**config.mk**
```make
export PLATFORM = sky130hd
export DESIGN_NAME = seq_multiplier_hs
export DESIGN_NICKNAME = d
export VERILOG_FILES = /design/src/rtl/seq_multiplier_hs.sv
export SDC_FILE = /design/constraint.sdc
export NUM_CORES = 1
export LEC_CHECK = 0
export BUFFER_PORTS_ARGS = -buffer_cell sky130_fd_sc_hd__buf_2
export CORE_UTILIZATION = 50
export CTS_BUF_LIST = sky130_fd_sc_hd__clkbuf_4 sky130_fd_sc_hd__clkbuf_8
export CTS_CLUSTER_SIZE = 28
export DETAILED_ROUTE_END_ITERATION = 12
export GPL_ROUTABILITY_DRIVEN = 1
export GPL_TIMING_DRIVEN = 0
export PLACE_DENSITY_LB_ADDON = 0.1
export SLEW_MARGIN = 20
export SYNTH_ARGS = -nofsm -noshare
export SYNTH_HDL_FRONTEND = slang
export SYNTH_SLANG_ARGS = --single-unit
```
**constraint.sdc**
```tcl
create_clock -name clk -period 5.32 [get_ports clk]
set_input_delay 1.064 -clock clk [delete_from_list [all_inputs] [get_ports clk]]
set_output_delay 1.064 -clock clk [all_outputs]
set_load 0.05 [all_outputs]
```
**src/rtl/seq_multiplier_hs.sv**
```systemverilog
// Radix-2 shift-add unsigned multiplier with valid/ready handshakes on both the
// operand and the result side, plus a count of completed result handshakes.
module seq_multiplier_hs #(
    parameter int WIDTH = 8,
    parameter int CNT_W = 16
) (
    input  logic                 clk,
    input  logic                 rst_n,
    input  logic                 in_valid,
    output logic                 in_ready,
    input  logic [WIDTH-1:0]     A,
    input  logic [WIDTH-1:0]     B,
    output logic                 out_valid,
    input  logic                 out_ready,
    output logic [2*WIDTH-1:0]   P,
    output logic [CNT_W-1:0]     op_count
);

    localparam int PW = 2 * WIDTH;
    localparam int BW = $clog2(WIDTH + 1);

    localparam logic [1:0] S_IDLE = 2'd0;
    localparam logic [1:0] S_BUSY = 2'd1;
    localparam logic [1:0] S_DONE = 2'd2;

    // cnt runs 0..WIDTH; the extra step at WIDTH transfers acc into P.
    localparam logic [BW-1:0] CNT_LAST = BW'(WIDTH);

    logic [1:0]       state;
    logic [WIDTH-1:0] mcand;
    logic [WIDTH-1:0] mplier;
    logic [PW-1:0]    acc;
    logic [BW-1:0]    cnt;
    logic [PW-1:0]    addend;

    always_comb begin
        addend = '0;
        if (mplier[0]) begin
            addend = {{WIDTH{1'b0}}, mcand} << cnt;
        end
    end

    assign in_ready  = (state == S_IDLE);
    assign out_valid = (state == S_DONE);

    always_ff @(posedge clk) begin
        if (!rst_n) begin
            state    <= S_IDLE;
            mcand    <= '0;
            mplier   <= '0;
            acc      <= '0;
            cnt      <= '0;
            P        <= '0;
            op_count <= '0;
        end else begin
            case (state)
                S_IDLE: begin
                    if (in_valid) begin
                        mcand  <= A;
                        mplier <= B;
                        acc    <= '0;
                        cnt    <= '0;
                        // A zero operand skips the shift-add loop entirely.
                        if (A == '0 || B == '0) begin
                            P     <= '0;
                            state <= S_DONE;
                        end else begin
                            state <= S_BUSY;
                        end
                    end
                end
                S_BUSY: begin
                    if (cnt == CNT_LAST) begin
                        P     <= acc;
                        state <= S_DONE;
                    end else begin
                        acc    <= acc + addend;
                        mplier <= mplier >> 1;
                        cnt    <= cnt + BW'(1);
                    end
                end
                S_DONE: begin
                    if (out_ready) begin
                        op_count <= op_count + CNT_W'(1);
                        state    <= S_IDLE;
                    end
                end
                default: state <= S_IDLE;
            endcase
        end
    end

endmodule

```
# == After elaboration in Yosys (flattened, before gate mapping) ==
# Cells that the tools add are included.
# classes
add_sub_neg,3
eq_ne,8
n_shift,1
n_mux,19
reduce_logical,10
# op_table
cell,n
16-bit two-way mux,6
16-bit one-hot mux with 2 select lines,2
16-bit by 1-bit adder with 16-bit output (second input constant),1
16-bit adder,1
8-bit logical NOT,2
8-bit two-way mux,2
8-bit one-hot mux with 2 select lines,1
8-bit by 4-bit << shifter with 16-bit output,1
2-bit two-way mux,4
4-bit two-way mux,2
4-bit one-hot mux with 2 select lines,1
2-bit != test (second input constant),3
2-bit one-hot mux with 3 select lines,1
3-bit AND reduction,2
4-bit by 1-bit adder with 4-bit output (second input constant),1
4-bit equality test (second input constant),1
2-bit by 1-bit != test with 1-bit output (second input constant),2
2-bit AND reduction,2
4-bit AND reduction,1
2-bit by 1-bit equality test with 1-bit output (second input constant),1
2-bit equality test (second input constant),1
2-bit logical NOT,1
2-bit nonzero test,1
1-bit logical OR,1
# word_totals
register_bits,70
in_bits,20
out_inout_bits,34
word_cells,48

# == Logic depth before layout (Yosys ltp) ==
# depth
ltp_word,5
ltp_mapped,17
mapped_depth_nobuf,15

# == Least setup slack after synthesis ==
# Ideal clock, no wire load.
# synth_path
path_type,register to register
startpoint,register cnt[1]
endpoint,register acc[15]
setup_ns,0.127
arrival_time_ns,2.821
required_ns,5.193
slack_ns,2.372
path_stages_with_launch,14
n_path_buf,1
synth_period_minus_slack_ns,2.948
path_cell_list,dfxtp_1 > buf_2 > mux2_2 > o21ai_0 > mux2i_1 > nor2b_1 > ha_1 > o21a_1 > and3_1 > a21oi_1 > o21ai_0 > o22ai_1 > mux2i_1 > o211ai_1
# synth_between
elab_chain_cells,5
word_cells_on_any_way,8
cone_classes,1 x add/sub; 2 x eq/ne; 1 x shift; 3 x mux; 1 x reduce/logical
# synth_rtl
element,line,text
from (decl),33,logic [BW-1:0] cnt;
from (signal assigned),79,cnt <= cnt + BW'(1);
8-bit by 4-bit << shifter with 16-bit output,39,"addend = {{WIDTH{1'b0}}, mcand} << cnt;"
16-bit two-way mux,38,if (mplier[0]) begin
16-bit adder,77,acc <= acc + addend;
16-bit two-way mux,73,if (cnt == CNT_LAST) begin
16-bit one-hot mux with 2 select lines,56,case (state)
to (signal assigned),77,
to (decl),32,logic [PW-1:0] acc;
# Several ways; a longest one is shown, not always the timed one. The select of a mux whose other input is x is not followed.
# A chain may end at the register's enable or synchronous reset.

# == Worst setup path after layout ==
# Ends and elaborated chain as after synthesis.

==> reports/results.txt <==
Outcome: completed
DR iter-0 viols: 99
PortBufs: 53
Maximum vdd drop: 0.185 mV
Pwr Total: 1.27 mW
Pleak: 1.98 nW
Max_cap viols: 0
Share of layout cells above drive strength 1: 17.8%
Vias/cell: 5.43
Mapped Cells: 494
Clock root buffer: clkbuf_8
Avg WL per Cell: 14.1 microns
Max-slew violations: 0
Post-CTS Setup Bufs: 0
Area after DPL: 4500 sq um
I/O pin count: 54
Reg-to-Reg Start: cnt[1]
Clock network fraction of total power: 33.2%
First-pass GRT wire length: 15.6 mm
R2R setup slack: 1730 ps
Compound-cell area share of the yosys netlist: 20.1%
Final setup viols: 0
Fin crit period: 3590 ps
Core Box Area: 7850 sq um
Initial core utilization: 52.4%
Die W: 92.7 microns
Worst Path Arrival: 3830 ps
GR Util All Layers: 23.1%
Proportion of synthesized area in mux cells: 6.09%
Post-synth top area share: 34.1%
Setup_tns: 0 ps
Largest net degree at the start of global routing: 13
Filler Cells Inserted: 749
Clk buf depth: 2
Internal power: 0.860 mW
CP Data Required Time: 5570 ps
Hold crit path type: reg2reg
Final instance area: 4690 sq um
Critical path capture point type: flip-flop
Sw Pwr: 0.414 mW
Syn_area_per_cell: 8.32 sq um
Area grow syn2layout: 14.1%
RSZ-0062 raised after global routing: no
Post-Route WL: 9.36 mm
Yosys reg bits: 70
Rows: 32
Ys flop type: dfxtp_1
Hold_sp: P[0]
Htree depth: 3
CP bufs+invs: 3
Final Hold Viols: 0
TritonCTS clock tree: built
Worst path top cell family by delay: compound AO/OA/AOI/OAI gates
Fmax: 0.279 GHz
Synth Cell Area: 4110 sq um
CP Cell Sequence: buf_2 > buf_2 > inv_1 > a31oi_1 > nor2_1 > a21oi_1 > nor2_1 > ha_1 > o21a_1 > and3_1 > a21oi_1 > o21ai_0 > o22ai_1 > mux2i_1 > o211ai_1
Crit path kind: reg2reg
DRT Pass-1 Iters: 4
Hpwl dp: 7.20 mm
Post-CTS Hold Buffers: 0
Seq pwr share: 44.9%
Async S/R FF share, synth: 0%
Slowest stage delay, CP: 350 ps
Reg2reg end: acc[15]
Sequential cell area: 1400 sq um
Drc violations: 0
Commonest cells after routing, fill and taps aside: nand2_1 (83), dfxtp_1 (70), buf_2 (58)
DIE AREA: 8590 sq um
Rel. slew slack: 61.2%
Largest family of logic cells by synthesized area: simple AND/OR/NAND/NOR gates
Final clock skew: 13.0 ps
Post-synthesis simple-gate area fraction: 23.8%
Hold EP: P[0]
Top cell type by total area after synthesis: dfxtp_1
Post-synth EDFFs: 0
Chip height: 92.7 microns
CTS resizes: 0
Net Sw Frac: 32.5%
# nets final: 597
Sequential share of the synthesized area: 34.1%
Combinational fraction of design power: 21.9%
Routed Antenna Nets: 0
Reg clk slew, reported paths: 90 ps
ANT cells: 0
Skew-Pair Late Insertion Delay: 360 ps
CTS sink cnt: 70
Area of the multi-input gates: 2550 sq um
XOR/XNOR share of the synthesized area: 5.96%
Dominant cells by area after synthesis: dfxtp_1 (34%), nand2_1 (7.6%), ha_1 (5.5%)
CP max stage cell: a31oi_1
Hold Slack: 455 ps
CP max FO: 10
GP Congestion: 0.904
Grt total ovfl: 0
Pwr/cell area: 272 nW/um^2
CP Launch Type: flip-flop
Antenna violations before repair: 0
Synth Warn #: 0
Most common cell after layout, fill and taps aside: nand2_1
Count of cell types in the netlist: 56
Syn nets: 533
Via count: 3,605
Crit share post-route: 67.4%
Cell count of the worst hold path: 2
Fraction of the mapped netlist area in adder cells: 5.96%
Vias in the first global route: 3,417
Worst-margin pin slew: 582 ps
Total CTS buffers: 9
Worst-case reg-to-reg path depth: 15
## worst max-delay path by stage
stage	start	endpoint	cells past startpoint	slack, ps
2_1_floorplan	cnt[1]	acc[15]	13	2370
3_3_place_gp	cnt[1]	acc[15]	15	1830
3_5_place_dp	cnt[1]	acc[15]	15	1770
4_1_cts	cnt[1]	acc[15]	15	1750
5_1_grt	cnt[0]	acc[15]	14	1560
6_report	cnt[1]	acc[15]	15	1730
## power by group through the flow
| stage | Sequential [mW] | Combinational (mW) | Clock [mW] |
|---|---|---|---|
| after floorplan | 0.579 | 0.209 | 0 |
| after global placement | 0.583 | 0.275 | 0 |
| after detailed placement | 0.584 | 0.279 | 0 |
| after CTS | 0.572 | 0.280 | 0.434 |
| after global routing | 0.576 | 0.309 | 0.458 |
| final | 0.572 | 0.280 | 0.423 |
## cell families (layout without fill, tap and decap cells)
kind of cell	Yosys count	after routing
buf+inv	36	104
simple gates	206	206
xor+xnor	28	28
compound gates	113	113
mux	22	22
flops	70	70
fa+ha+maj	19	19
## cell usage after synthesis, drive strengths merged, types with 2 or more instances
library cell   n
ha            18
o211a          7
a21oi         19
and2          22
mux4           2
nor2b         11
nor2          30
nand2         83
dfxtp         70
nand2b         3
or3            2
clkbuf        16
o21a           3
a22oi          3
buf           10
o22ai          5
o21bai         4
nand3         33
o21ai         20
and3           7
a21boi        33
nor3           4
xor2          10
xnor2         18
o211ai         3
nand4          5
a211oi         2
a21o           3
mux2           4
inv            9
mux2i         16
nor4           2
or4            2
a31oi          2
## through the flow
step,cells,setup WS (ps),util [%]
3_3_place_gp,649,1830,57.4
4_1_cts,664,1750,59.8
5_1_grt,664,1560,59.8
3_5_place_dp,649,1770,57.4
6_report,664,1730,59.8
2_1_floorplan,494,2370,-
## state kept, by name (all words and copies together), names as in the netlist
signal and cells:
P 16, mcand 8, cnt 4, mplier 8, acc 16, state 2, op_count 16
## final cells by class
cell class	instances	share of cell area, %
Buffer	26	2.69
Clock buffer	9	2.64
Clock inverter	6	1.36
Inverter	10	0.800
Multi-Input combinational cell	388	54.3
Sequential cell	70	29.9
Tap cell	102	2.72
Timing Repair Buffer	53	5.65
## tightest hold or removal path: stages (launching register included)
cell and delay, ps:
dfxtp_1 310, nand2_1 60, a21boi_2 40
## metal layers
metal	share of wire [%]	wire [microns]	GRT usage (%)
met5	0	0	0
met4	1.6	146	6.41
met3	3.7	349	5.42
met2	47	4400	40.4
met1	48	4460	28.1
No activity file was read; power rests on OpenSTA's default activity.
